$ cat src/rtl/br_com_queue.sv
// ---------------------------------------------------------------------------
// br_com_queue : in-order branch commit queue feeding BTB training.
//
// Decode allocates one entry per branch at the tail (program order). Execute
// resolves entries out of order by id. The ROB retires the oldest entry once
// it is resolved, and the queue then emits a one-cycle registered training
// pulse (pc_chg_com_, chg_taken_, com_addr, com_tar_addr) to the BTB.
//
// Ports
//   clk            : clock, rising edge
//   reset_         : asynchronous active-low reset
//   alloc_         : active-low allocate request, alloc_pc = branch PC
//   alloc_id       : id of the current tail entry (from tail pointer)
//   bq_full        : queue holds BQ_D entries
//   resolve_       : active-low resolve strobe for entry resolve_id
//   resolve_taken_ : active-low taken flag, resolve_tar = target
//   commit_        : active-low retire of the oldest branch
//   commit_ready   : head entry valid and resolved
//   flush_         : active-low discard of every entry
//   pc_chg_com_    : active-low BTB training strobe (registered)
//   chg_taken_     : active-low taken flag for the BTB (registered)
//   com_addr       : committed branch PC (registered, holds)
//   com_tar_addr   : committed branch target (registered, holds)
//
// Build option
//   BQ_TAKEN_ONLY_EN : when defined, not-taken commits still pop the queue
//                      but do not pulse pc_chg_com_; only taken branches
//                      train the BTB.
// ---------------------------------------------------------------------------
module br_com_queue #(
  parameter int ADDR = 32,
  parameter int BQ_D = 8,
  parameter int BQ   = 3
) (
  input  logic            clk,
  input  logic            reset_,
  input  logic            alloc_,
  input  logic [ADDR-1:0] alloc_pc,
  output logic [BQ-1:0]   alloc_id,
  output logic            bq_full,
  input  logic            resolve_,
  input  logic [BQ-1:0]   resolve_id,
  input  logic            resolve_taken_,
  input  logic [ADDR-1:0] resolve_tar,
  input  logic            commit_,
  output logic            commit_ready,
  input  logic            flush_,
  output logic            pc_chg_com_,
  output logic            chg_taken_,
  output logic [ADDR-1:0] com_addr,
  output logic [ADDR-1:0] com_tar_addr
);

  localparam logic [BQ:0]   DEPTH_C = (BQ+1)'(BQ_D);
  localparam logic [BQ:0]   CNT_ONE = (BQ+1)'(1);
  localparam logic [BQ-1:0] PTR_ONE = BQ'(1);

  // Per-entry state
  logic [BQ_D-1:0] r_valid;
  logic [BQ_D-1:0] r_res;
  logic [BQ_D-1:0] r_taken;
  logic [ADDR-1:0] r_pc  [BQ_D];
  logic [ADDR-1:0] r_tar [BQ_D];

  // Queue pointers
  logic [BQ-1:0] r_head;
  logic [BQ-1:0] r_tail;
  logic [BQ:0]   r_count;

  // Training outputs
  logic            r_pc_chg_com_;
  logic            r_chg_taken_;
  logic [ADDR-1:0] r_com_addr;
  logic [ADDR-1:0] r_com_tar_addr;

  logic          w_full;
  logic          w_commit_ready;
  logic          w_do_alloc;
  logic          w_do_resolve;
  logic          w_do_commit;
  logic          w_train;
  logic [BQ:0]   w_count_nxt;

  // Decode the accepted operations for this cycle from registered state.
  always_comb begin
    w_full         = (r_count == DEPTH_C);
    w_commit_ready = r_valid[r_head] & r_res[r_head];
    w_do_commit    = ~commit_ & w_commit_ready;
    // Flush overrides alloc/resolve but lets a same-cycle commit train.
    w_do_alloc     = ~alloc_ & ~w_full & flush_;
    w_do_resolve   = ~resolve_ & r_valid[resolve_id] & flush_;
`ifdef BQ_TAKEN_ONLY_EN
    w_train        = w_do_commit & r_taken[r_head];
`else
    w_train        = w_do_commit;
`endif
    case ({w_do_alloc, w_do_commit})
      2'b10:   w_count_nxt = r_count + CNT_ONE;
      2'b01:   w_count_nxt = r_count - CNT_ONE;
      default: w_count_nxt = r_count;
    endcase
  end

  // Entry storage: commit clears head, alloc fills tail, resolve updates.
  always_ff @(posedge clk or negedge reset_) begin
    if (!reset_) begin
      r_valid <= '0;
      r_res   <= '0;
      r_taken <= '0;
      for (int i = 0; i < BQ_D; i++) begin
        r_pc[i]  <= '0;
        r_tar[i] <= '0;
      end
    end else begin
      for (int i = 0; i < BQ_D; i++) begin
        if (!flush_) begin
          r_valid[i] <= 1'b0;
          r_res[i]   <= 1'b0;
        end else if (w_do_commit && (r_head == BQ'(i))) begin
          r_valid[i] <= 1'b0;
          r_res[i]   <= 1'b0;
        end else if (w_do_alloc && (r_tail == BQ'(i))) begin
          r_valid[i] <= 1'b1;
          r_res[i]   <= 1'b0;
          r_pc[i]    <= alloc_pc;
        end else if (w_do_resolve && (resolve_id == BQ'(i))) begin
          // Re-resolving an already resolved entry simply overwrites it.
          r_res[i]   <= 1'b1;
          r_taken[i] <= ~resolve_taken_;
          r_tar[i]   <= resolve_tar;
        end else begin
          r_valid[i] <= r_valid[i];
        end
      end
    end
  end

  // Head/tail pointers and occupancy count.
  always_ff @(posedge clk or negedge reset_) begin
    if (!reset_) begin
      r_head  <= '0;
      r_tail  <= '0;
      r_count <= '0;
    end else if (!flush_) begin
      r_head  <= '0;
      r_tail  <= '0;
      r_count <= '0;
    end else begin
      if (w_do_commit) begin
        r_head <= r_head + PTR_ONE;
      end else begin
        r_head <= r_head;
      end
      if (w_do_alloc) begin
        r_tail <= r_tail + PTR_ONE;
      end else begin
        r_tail <= r_tail;
      end
      r_count <= w_count_nxt;
    end
  end

  // One-cycle BTB training pulse; address outputs hold between pulses.
  always_ff @(posedge clk or negedge reset_) begin
    if (!reset_) begin
      r_pc_chg_com_  <= 1'b1;
      r_chg_taken_   <= 1'b1;
      r_com_addr     <= '0;
      r_com_tar_addr <= '0;
    end else if (w_train) begin
      r_pc_chg_com_  <= 1'b0;
      r_chg_taken_   <= ~r_taken[r_head];
      r_com_addr     <= r_pc[r_head];
      r_com_tar_addr <= r_tar[r_head];
    end else begin
      r_pc_chg_com_  <= 1'b1;
      r_chg_taken_   <= 1'b1;
    end
  end

  assign alloc_id     = r_tail;
  assign bq_full      = w_full;
  assign commit_ready = w_commit_ready;
  assign pc_chg_com_  = r_pc_chg_com_;
  assign chg_taken_   = r_chg_taken_;
  assign com_addr     = r_com_addr;
  assign com_tar_addr = r_com_tar_addr;

endmodule

$ cat config.mk
export PLATFORM = sky130hd
export DESIGN_NAME = br_com_queue
export DESIGN_NICKNAME = d
export VERILOG_FILES = /design/src/rtl/br_com_queue.sv
export SDC_FILE = /design/constraint.sdc
export NUM_CORES = 1
export LEC_CHECK = 0
export ABC_AREA = 1
export ABC_CLOCK_PERIOD_IN_PS = 4300
export CAP_MARGIN = 40
export CORE_MARGIN = 5
export CORE_UTILIZATION = 50
export CTS_CLUSTER_DIAMETER = 50
export CTS_CLUSTER_SIZE = 40
export DETAILED_ROUTE_END_ITERATION = 6
export PLACE_DENSITY = 0.68
export SLEW_MARGIN = 20
export SYNTH_ARGS = -nofsm -noshare
export SYNTH_HDL_FRONTEND = slang
export SYNTH_SLANG_ARGS = --single-unit
$ cat constraint.sdc
create_clock -name clk -period 4.3 [get_ports clk]
set_input_delay 1.29 -clock clk [delete_from_list [all_inputs] [get_ports clk]]
set_output_delay 1.29 -clock clk [all_outputs]
set_load 0.03 [all_outputs]
==> out/results.ini <==
[outcome]
status = finished, final reports clean

[drt]
vias = 25300
antenna_left = 0
wl_per_cell_um = 20.9
drc_errors = 0
drt_iter0_drc = 3065
finalWirelength_mm = 86.8
viasPerCell = 6.06
dr.pass1.iters = 5

[timing]
slew_headroom_pct = 43.1
fin_skew_ns = 0.0424
period_needed_ns = 4.05
finalCritPeriodShare_pct = 94.2
setup_tns_ns = 0
worst_slew_pin_slew_ns = 0.854
max_clock_freq_mhz = 247
rsz0062_at_grt = false
timing.final.hold_violations = 0
drv_slew = 0
finalSetupViolations = 0

[clock_network]
clock_path_buffers = 3
numCtsBuffers = 59
clock_latency_ns = 0.66
cts.hold.buffers_added = 0
postCtsSetupRepairBufs = 0
cts-root-buf = clkbuf_16
cts_tree = yes
htreeDepth = 2
cts.repair.resized = 0
path_clk_slew_ns = 0.07
cts_sinks = 612

[setup_path]
cp-end-kind = primary output
required_ns = 3.01
startpoint_type = register
cp_max_fo = 53
startpoint = r_head[1]
critPathKind = reg2out
worstPathArrival_ns = 2.76
timing.rr.start = r_head[1]

[synthesis]
synth_ff_type = dfrtp_1
yosys.area_share.simple_pct = 25.2
synth_cells = 3364
synth_edf_count = 0
yosys.area.top_type_share_pct = 54.1
yosysSeqAreaShare_pct = 54.3
syn_area_per_cell_um2 = 8.39
synthesis.area_um2 = 28200
yosysWarningCount = 0
ys_seq_elements = 612
yosysUniqueCellTypes = 38
synth_fa_ha_area_share_pct = 0.692
synth_top_family_by_area = simple AND/OR/NAND/NOR gates
async_flop_share_pct = 100
synth_xor_area_share_pct = 0.0310
synth_area_leaders = dfrtp_1, nand2_1, o21ai_0, nand4_1, nor2_1
synthMuxAreaShare_pct = 0
synth_largest_area_cell = dfrtp_1
synth_compound_area_share_pct = 13.8
syn_nets = 3453

[global_routing]
grt_start_max_net_pins = 87
grt_use_total_pct = 27.9
first_global_vias = 24200
antenna_found_initial = 2
grt_overflow = 0
grt_pass1_wl_mm = 137

[layout]
nets = 3447
fill_cells = 5087
final_cells = 4165
mostFrequentLayoutCell = nand2_1
final_cell_mix = nand2_1, dfrtp_1, o21ai_0
synthToLayoutAreaGrowth_pct = 14.2
drive_above_1_share_pct = 7.34

[floorplanning]
die_y_um = 248
placementRows = 87
io_pins = 145
core_um2 = 56200
die_w_um = 248
start_util_pct = 50.2
die-area_um2 = 61300

[placed_design]
dp.final_hpwl_mm = 49.1
placedCellCount = 4051
gp_congestion = 0.852
io_buffers = 144

[power_and_ir_drop]
p_seq_share_pct = 48.4
ir_drop_v = 0.000323
switching_power_w = 0.00418
pwr_density_cell_nw_per_um2 = 451
clockPowerShare_pct = 38.6
switching_share_pct = 28.8
p_leak_nw = 15.6
p_int_w = 0.0103
p_comb_share_pct = 13.0

[run]
cap_violations = 0

[worst_hold_path]
hold_class = reg2reg
worstHoldStart = r_tar[168]

==> per-layer routing <==
| metal | vias up | share of wire [%] | track usage, % |
|---|---|---|---|
| li1 | 11400 | - | - |
| met1 | 12500 | 43 | 41.2 |
| met2 | 1224 | 45 | 43.2 |
| met3 | 163 | 9.6 | 5.45 |
| met4 | 2 | 2.1 | 6.41 |
| met5 | - | 0.015 | 0 |
==> final timing paths <==
kind,to,slack (ns),depth (start not counted)
setup / recovery,commit_ready,0.25,5
hold / removal,r_tar[168],0.47,2
setup reg to reg,r_tar[192],0.63,10
hold reg to reg,r_tar[168],0.47,2
max in group asynchronous,com_tar_addr[2],2.73,2
min in group asynchronous,r_pc[114],0.62,1
==> flip-flops by register name, indices dropped and copies added, names as in the netlist <==
register      cells
r_head            3
com_tar_addr     32
r_taken           8
com_addr         32
r_res             8
pc_chg_com_       1
r_valid           8
r_count           4
r_pc            256
chg_taken_        1
r_tar           256
alloc_id          3
==> power groups by stage <==
stage / Sequential [W] / Combinational [W] / Clock [W]
CTS: 0.00702 / 0.00190 / 0.00567
finish: 0.00703 / 0.00189 / 0.00560
detailed placement: 0.00712 / 0.00189 / 0
floorplan: 0.00725 / 0.000936 / 0
global route: 0.00712 / 0.00213 / 0.00591
global placement: 0.00709 / 0.00183 / 0
==> cells in the mapped netlist (5+ instances only) <==
cell,instances
a31oi_1,64
nand3_1,63
o21ai_1,27
buf_4,41
dfrtp_1,610
nor2_2,8
a21oi_1,12
o21ai_0,494
buf_2,72
nand3_2,9
nor2_1,333
clkbuf_2,10
o22ai_1,129
nand2_4,5
buf_1,32
ha_1,14
clkbuf_1,134
buf_6,5
nand4_1,238
inv_1,59
inv_2,11
nand2_1,963
==> cells by family after synthesis <==
logic type	count (synthesis)
AND/OR/NAND/NOR	1639
flip-flops	612
buffers and inverters	368
adder cells (fa/ha/maj)	15
XOR/XNOR	1
AO/OA/AOI/OAI	729
==> metrics by stage <==
| step | hold slack (ns) | cell area [um^2] | util (%) | setup WS [ns] | total power, W |
|---|---|---|---|---|---|
| floorplan | 0.437 | 28200 | - | 1.42 | 0.00819 |
| global placement | 0.448 | 30000 | 53.4 | 0.498 | 0.00891 |
| detailed placement | 0.453 | 30100 | 53.5 | 0.514 | 0.00901 |
| CTS | 0.468 | 32200 | 57.3 | 0.263 | 0.0146 |
| global route | 0.478 | 32200 | 57.4 | 0.124 | 0.0152 |
| finish | 0.467 | 32200 | 57.4 | 0.251 | 0.0145 |
==> cell type report <==
type | count | area (um^2) | area share [%]
antenna | 1 | 2.50 | 0.00776
clock buffer | 65 | 1540 | 4.78
multi-input combinational | 2384 | 11200 | 34.8
sequential | 612 | 15300 | 47.6
clock inverter | 46 | 586 | 1.82
tap | 756 | 946 | 2.94
inverter | 73 | 283 | 0.877
timing repair buffer | 228 | 2330 | 7.24
==> worst max-delay path, stage by stage, from the launching register on <==
cell,delay [ns]
dfrtp_4,0.88
clkinv_2,0.40
nand3_1,0.18
nand3_1,0.12
nand2_2,0.30
buf_4,0.23
(Power assumes the default switching activity.)
